==> config.mk <==
export PLATFORM = sky130hd
export DESIGN_NAME = apb_stepper_pulse_gen
export DESIGN_NICKNAME = d
export VERILOG_FILES = /design/src/rtl/apb_stepper_pulse_gen.sv
export SDC_FILE = /design/constraint.sdc
export NUM_CORES = 1
export LEC_CHECK = 0
export ABC_AREA = 0
export CORE_MARGIN = 2
export CORE_UTILIZATION = 44
export DETAILED_ROUTE_END_ITERATION = 6
export GPL_ROUTABILITY_DRIVEN = 0
export GPL_TIMING_DRIVEN = 0
export PLACE_DENSITY_LB_ADDON = 0.12
export SYNTH_ARGS = -nofsm -noshare
export SYNTH_HDL_FRONTEND = slang
export SYNTH_SLANG_ARGS = --single-unit
==> constraint.sdc <==
create_clock -name PCLK -period 4.6 [get_ports PCLK]
set_clock_uncertainty 0.1 [all_clocks]
set_input_delay 0.92 -clock PCLK [delete_from_list [all_inputs] [get_ports PCLK]]
set_output_delay 0.92 -clock PCLK [all_outputs]
set_load 0.02 [all_outputs]
==> src/rtl/apb_stepper_pulse_gen.sv <==
// apb_stepper_pulse_gen: APB3 slave that turns firmware-programmed moves into
// STEP/DIR/ENABLE for one stepper-driver axis, keeps absolute position and
// raises a level interrupt when a move finishes or is aborted.
module apb_stepper_pulse_gen #(
  parameter int PULSE_W   = 100,
  parameter int SETUP_CYC = 50,
  parameter int CNT_W     = 16
) (
  input  logic        PCLK,
  input  logic        PRESETN,
  input  logic        PSEL,
  input  logic        PENABLE,
  input  logic        PWRITE,
  input  logic [4:0]  PADDR,
  input  logic [31:0] PWDATA,
  output logic [31:0] PRDATA,
  output logic        PREADY,
  output logic        PSLVERR,
  output logic        STEP,
  output logic        DIR,
  output logic        EN_N,
  output logic        IRQ
);

  typedef enum logic [1:0] {
    S_IDLE,
    S_SETUP,
    S_HIGH,
    S_LOW
  } state_t;

  localparam logic [2:0] A_CTRL   = 3'd0;
  localparam logic [2:0] A_PERIOD = 3'd1;
  localparam logic [2:0] A_STEPS  = 3'd2;
  localparam logic [2:0] A_STATUS = 3'd3;
  localparam logic [2:0] A_POS    = 3'd4;

  // Shortest legal period: STEP high for PULSE_W and low for at least PULSE_W.
  localparam logic [CNT_W-1:0] MIN_PERIOD = CNT_W'(2 * PULSE_W);
  localparam logic [CNT_W-1:0] PULSE_LEN  = CNT_W'(PULSE_W);
  localparam logic [CNT_W-1:0] PULSE_LAST = CNT_W'(PULSE_W - 1);
  localparam logic [CNT_W-1:0] SETUP_LAST = CNT_W'(SETUP_CYC - 1);
  localparam logic [CNT_W-1:0] ONE        = CNT_W'(1);

  state_t           state_q, state_d;
  logic [CNT_W-1:0] cnt_q, cnt_d;
  logic [CNT_W-1:0] low_last_q, low_last_d;
  logic [CNT_W-1:0] remaining_q, remaining_d;
  logic [31:0]      position_q, position_d;
  logic             dir_q, dir_d;
  logic             step_q, step_d;
  logic             abort_pend_q, abort_pend_d;

  logic             en_q, en_d;
  logic             dir_req_q, dir_req_d;
  logic             irq_en_q, irq_en_d;
  logic [CNT_W-1:0] period_q, period_d;
  logic             done_q, done_d;
  logic             aborted_q, aborted_d;
  logic             irq_q, irq_d;

  logic             busy;
  logic             access;
  logic             wr_err;
  logic             wr_ok;
  logic [2:0]       reg_sel;
  logic             wr_ctrl, wr_period, wr_steps, wr_status, wr_pos;
  logic             abort_req;
  logic             set_done, set_aborted;
  logic [CNT_W-1:0] eff_period;
  logic [CNT_W-1:0] new_steps;
  logic             unused_addr;

  assign reg_sel     = PADDR[4:2];
  assign unused_addr = ^PADDR[1:0];
  assign busy        = (state_q != S_IDLE);
  assign access      = PSEL & PENABLE;
  assign new_steps   = PWDATA[CNT_W-1:0];

  // Moves can only be started from idle with the driver enabled, and position
  // may not be overwritten while the motor is moving.
  assign wr_err  = ((reg_sel == A_STEPS) && (busy || !en_q)) ||
                   ((reg_sel == A_POS) && busy);
  assign wr_ok   = access & PWRITE & ~wr_err;
  assign PSLVERR = access & PWRITE & wr_err;
  assign PREADY  = 1'b1;

  assign wr_ctrl   = wr_ok && (reg_sel == A_CTRL);
  assign wr_period = wr_ok && (reg_sel == A_PERIOD);
  assign wr_steps  = wr_ok && (reg_sel == A_STEPS);
  assign wr_status = wr_ok && (reg_sel == A_STATUS);
  assign wr_pos    = wr_ok && (reg_sel == A_POS);

  // An explicit ABORT pulse or dropping EN during a move both stop it.
  assign abort_req = busy & ((wr_ctrl & (PWDATA[3] | ~PWDATA[0])) | ~en_q);

  assign eff_period = (period_q < MIN_PERIOD) ? MIN_PERIOD : period_q;

  assign STEP = step_q;
  assign DIR  = dir_q;
  assign EN_N = ~en_q;
  assign IRQ  = irq_q;

  // Move sequencer: setup delay, then alternating high/low phases per step.
  always_comb begin
    state_d      = state_q;
    cnt_d        = cnt_q;
    low_last_d   = low_last_q;
    remaining_d  = remaining_q;
    position_d   = position_q;
    dir_d        = dir_q;
    abort_pend_d = abort_pend_q;
    set_done     = 1'b0;
    set_aborted  = 1'b0;

    if (wr_pos) begin
      position_d = PWDATA;
    end

    case (state_q)
      S_IDLE: begin
        abort_pend_d = 1'b0;
        if (wr_steps) begin
          remaining_d = new_steps;
          if (new_steps != '0) begin
            dir_d      = dir_req_q;
            low_last_d = eff_period - PULSE_LEN - ONE;
            cnt_d      = SETUP_LAST;
            state_d    = S_SETUP;
          end else begin
            set_done = 1'b1;
          end
        end
      end

      S_SETUP: begin
        if (abort_req) begin
          state_d     = S_IDLE;
          set_aborted = 1'b1;
        end else if (cnt_q == '0) begin
          state_d     = S_HIGH;
          cnt_d       = PULSE_LAST;
          remaining_d = remaining_q - ONE;
          position_d  = dir_q ? (position_q + 32'd1) : (position_q - 32'd1);
        end else begin
          cnt_d = cnt_q - ONE;
        end
      end

      S_HIGH: begin
        if (abort_req) begin
          abort_pend_d = 1'b1;
        end
        if (cnt_q == '0) begin
          if (abort_pend_q || abort_req) begin
            state_d     = S_IDLE;
            set_aborted = 1'b1;
          end else begin
            state_d = S_LOW;
            cnt_d   = low_last_q;
          end
        end else begin
          cnt_d = cnt_q - ONE;
        end
      end

      S_LOW: begin
        if ((cnt_q == '0) && (remaining_q == '0)) begin
          state_d  = S_IDLE;
          set_done = 1'b1;
        end else if (abort_req) begin
          state_d     = S_IDLE;
          set_aborted = 1'b1;
        end else if (cnt_q == '0) begin
          state_d     = S_HIGH;
          cnt_d       = PULSE_LAST;
          remaining_d = remaining_q - ONE;
          position_d  = dir_q ? (position_q + 32'd1) : (position_q - 32'd1);
        end else begin
          cnt_d = cnt_q - ONE;
        end
      end

      default: begin
        state_d = S_IDLE;
      end
    endcase

    step_d = (state_d == S_HIGH);
  end

  // Control/status registers; a status set event beats a same-cycle W1C.
  always_comb begin
    en_d      = en_q;
    dir_req_d = dir_req_q;
    irq_en_d  = irq_en_q;
    period_d  = period_q;

    if (wr_ctrl) begin
      en_d      = PWDATA[0];
      dir_req_d = PWDATA[1];
      irq_en_d  = PWDATA[2];
    end
    if (wr_period) begin
      period_d = PWDATA[CNT_W-1:0];
    end

    done_d    = set_done    | (done_q    & ~(wr_status & PWDATA[1]));
    aborted_d = set_aborted | (aborted_q & ~(wr_status & PWDATA[2]));
    irq_d     = irq_en_q & (done_q | aborted_q);
  end

  // Read mux; returns zero whenever the slave is not selected.
  always_comb begin
    PRDATA = '0;
    if (PSEL) begin
      case (reg_sel)
        A_CTRL:   PRDATA = {29'd0, irq_en_q, dir_req_q, en_q};
        A_PERIOD: PRDATA[CNT_W-1:0] = period_q;
        A_STEPS:  PRDATA[CNT_W-1:0] = remaining_q;
        A_STATUS: PRDATA = {29'd0, aborted_q, done_q, busy};
        A_POS:    PRDATA = position_q;
        default:  PRDATA = '0;
      endcase
    end
  end

  // All state updates on PCLK; reset wipes any move in flight immediately.
  always_ff @(posedge PCLK) begin
    if (!PRESETN) begin
      state_q      <= S_IDLE;
      cnt_q        <= '0;
      low_last_q   <= '0;
      remaining_q  <= '0;
      position_q   <= '0;
      dir_q        <= 1'b0;
      step_q       <= 1'b0;
      abort_pend_q <= 1'b0;
      en_q         <= 1'b0;
      dir_req_q    <= 1'b0;
      irq_en_q     <= 1'b0;
      period_q     <= '0;
      done_q       <= 1'b0;
      aborted_q    <= 1'b0;
      irq_q        <= 1'b0;
    end else begin
      state_q      <= state_d;
      cnt_q        <= cnt_d;
      low_last_q   <= low_last_d;
      remaining_q  <= remaining_d;
      position_q   <= position_d;
      dir_q        <= dir_d;
      step_q       <= step_d;
      abort_pend_q <= abort_pend_d;
      en_q         <= en_d;
      dir_req_q    <= dir_req_d;
      irq_en_q     <= irq_en_d;
      period_q     <= period_d;
      done_q       <= done_d;
      aborted_q    <= aborted_d;
      irq_q        <= irq_d;
    end
  end

endmodule
==> metrics.txt, run 1 <==
clk_lat worst skew=0.37 ns; Critical Path, Cell by Cell=clkdlybuf4s50_1 -> buf_2 -> nor3b_2 -> clkbuf_2 -> a22oi_1 -> a21oi_1 -> clkdlybuf4s50_1; Comb pwr share=0.675; peak supply drop=0.000458 V; Startpoint Class=input port; Die Area=0.0188 mm²; Port Buf Inserts=74; critical path type=input port to primary output; Lkg Pwr=3.96 nW; DRC violations left=0; CP Max Fanout=10; die width=137 µm; CTS tree=built; Worst Max-Slew Pin Slew=1.22 ns; total track usage=0.261; cells after synthesis=992; vias in the first global route=6957; internal power=3.14 mW; Post-Route WL=24.5 mm; total gr overflow=0; post-synthesis sequential area ratio=0.275; top cell type by total area after synthesis=dfxtp_1; Critical-path top delay cell=clkdlybuf4s50_1; YS warnings=0; H-tree depth=3; CP Capture Type=primary output; final-report setup violation count=0; Clock Sinks=107; initial core utilization=0.451; layout cells sized above 1=0.0610; Reg power frac=0.195; Total Power=5.95 mW; EDFF count, synth=0; Synth async-reset ratio=0; Power Density=652 mW/mm²; die height=137 µm; Area contributors post-synth=dfxtp_1 (27%), mux2i_1 (6.2%), ha_1 (6.1%); Commonest cells post-synth=dfxtp_1 (107), nor2_1 (95), a21oi_1 (80), nand2_1 (68), o21ai_0 (55); CP top delay family=buffers and inverters; Req. time, crit path=3.58 ns; Clk pwr share=0.130; Post-Syn Area=0.00780 mm²; post-layout minimum cycle time=4.50 ns; core box area=0.0173 mm²; slew margin rel.=0.187; Core Rows=48; Max-Cap Viols=0; switching share of power=0.472; DR vias=7658; Final Hold Viols=0; clk slew on worst S/H paths=0.08 ns; Slew Viols, Final=0; pin count of the biggest net entering global routing=32; Vias/cell=5.85; cell mode on critical path=clkdlybuf4s50_1; top cell type's share of synthesized area=0.275; unrepaired setup endpoints after global routing=false; flops & latches, synth=107; total CTS buffers=9; top-count cell post-synth=dfxtp_1; Sw Pwr=2.81 mW; Distinct cells, synth=73; Clock Path Buffers=2; HPWL Detailed=18.5 mm; ys flop type=dfxtp_1; Hold Path Class=flop to flop; root buffer cell=clkbuf_16; Pre-antenna DRT Iters=5; WL/cell=18.8 µm; nets@finish=1158; Area Growth Syn to Fin=16.9%; Worst path max stage delay=0.66 ns; initial antenna violation count=1; Synth Area per Inst=7.86 µm²; worst path arrival time=3.48 ns; Synth Net Count=1073; worst path buffer plus inverter count=4; achievable frequency=222 MHz; Post-Route Setup TNS=0 ns; I/O pin cnt=80; final core utilization=0.527; initial DRC count=606; status=finished clean; ANT nets after route=0; first-pass GRT wire length=37.8 mm; final critical-path share of the clock period=0.979
-- layout by cell type, fill, tap and decap left out, types with 5 or more instances in the layout --
cell type        count
a211oi_1             5
nor2_1              95
dfxtp_1            107
nor2b_1             29
a31oi_1             15
a21boi_0            14
and3_1              22
nand3_1             20
a22oi_1             25
o211ai_1             5
nor3_1              18
xor2_1              19
nand4_1             11
o22ai_1             29
nand2b_1             5
clkbuf_1            41
buf_6                5
mux2i_1             48
nor4_1              10
o21ai_0             55
o21bai_1            11
a211o_1              5
o221a_2              7
o21ai_1              8
clkbuf_16            9
a21oi_1             80
inv_1               24
clkdlybuf4s50_1     73
o21a_1               8
a21o_1              15
and2_1              29
or2_2                6
xnor2_1             25
ha_1                38
or3_1                6
buf_2                8
nand2_1             68
o211a_1             11
-- cell type report --
class | count | area (µm²)
diodes | 1 | 2.50
plain buffers | 62 | 302
clock buffers | 10 | 229
clock inverters | 6 | 50.0
fillers | 1730 | 8170
inverters | 24 | 90.1
multi-input cells | 799 | 5280
flip-flops and latches | 107 | 2140
well taps | 225 | 282
repair buffers | 74 | 743
-- power groups by stage --
stage          sequential, mW  clock (mW)  combinational (mW)
2_1_floorplan            1.15           0                3.14
3_3_place_gp             1.18           0                3.97
3_5_place_dp             1.18           0                3.95
4_1_cts                  1.16       0.790                3.99
5_1_grt                  1.17       0.819                4.43
6_report                 1.16       0.776                4.01
-- logic make-up after synthesis --
logic type / count (synthesis) / share of synthesized area
other: 1 / 0.000481
buffers and inverters: 86 / 0.0492
xor gates and xnor gates: 44 / 0.0494
and+or+nand+nor: 345 / 0.229
AOI/OAI and AO/OA: 320 / 0.269
muxes: 50 / 0.0645
DFF: 107 / 0.275
adders and majority gates: 39 / 0.0635
-- timing repair --
action                                  CTS  global route
buffers inserted                          0             0
hold buffers                              0             0
endpoints found under the setup margin   30            12
gates resized for setup                   5             6
gates cloned                              0             0
-- registers in the layout (all words and copies together) (netlist names), 2 cells and up --
register,cells
period_q,16
position_q,32
remaining_q,16
low_last_q,16
cnt_q,16
state_q,2
-- path summary, 6_finish.rpt --
| kind | cells after the start | slack [ns] | startpoint | endpoint |
|---|---|---|---|---|
| setup / recovery | 7 | 0.1 | PADDR[4] | PRDATA[2] |
| hold / removal | 2 | 0.37 | low_last_q[2]$_SDFFE_PN0P_ | low_last_q[2]$_SDFFE_PN0P_ |
| setup reg to reg | 10 | 0.34 | DIR$_SDFFE_PN0P_ | position_q[31]$_SDFF_PN0_ |
| hold reg to reg | 2 | 0.37 | low_last_q[2]$_SDFFE_PN0P_ | low_last_q[2]$_SDFFE_PN0P_ |
-- layer usage --
layer  part of all wire  vias to the layer above  GRT usage  wire length [µm]
li1                   -                     3802          -                 -
met1               0.45                     3604      0.348             11100
met2               0.47                      220      0.436             11700
met3              0.056                       32     0.0481              1380
met4              0.017                        0     0.0653               416
met5                  0                        -          0                 0
-- stage by stage --
stage          hold slack, ns  area [µm²]  cells  worst slack (ns)
2_1_floorplan           0.338        7800    992              1.22
3_3_place_gp            0.353        8820   1291            -0.329
3_5_place_dp            0.359        8820   1291            -0.288
4_1_cts                 0.376        9110   1307           0.00383
5_1_grt                 0.408        9120   1307            0.0238
6_report                0.374        9120   1308            0.0977
-- worst min-delay path, delay by kind of cell (launching register included) --
family             cells  cell delay (ns)
AOI/OAI and AO/OA      1             0.06
DFF                    1             0.32
and+or+nand+nor        1             0.05
No activity file was read; power rests on OpenSTA's default activity.
==> run 2, diff against run 1 <==
--- a/config.mk
+++ b/config.mk
@@ -15,3 +15,4 @@
 export SYNTH_ARGS = -nofsm -noshare
 export SYNTH_HDL_FRONTEND = slang
 export SYNTH_SLANG_ARGS = --single-unit
+export TNS_END_PERCENT = 5
==> results of run 2 <==
No change in the layout: final DEF, timing and power equal those of run 1.
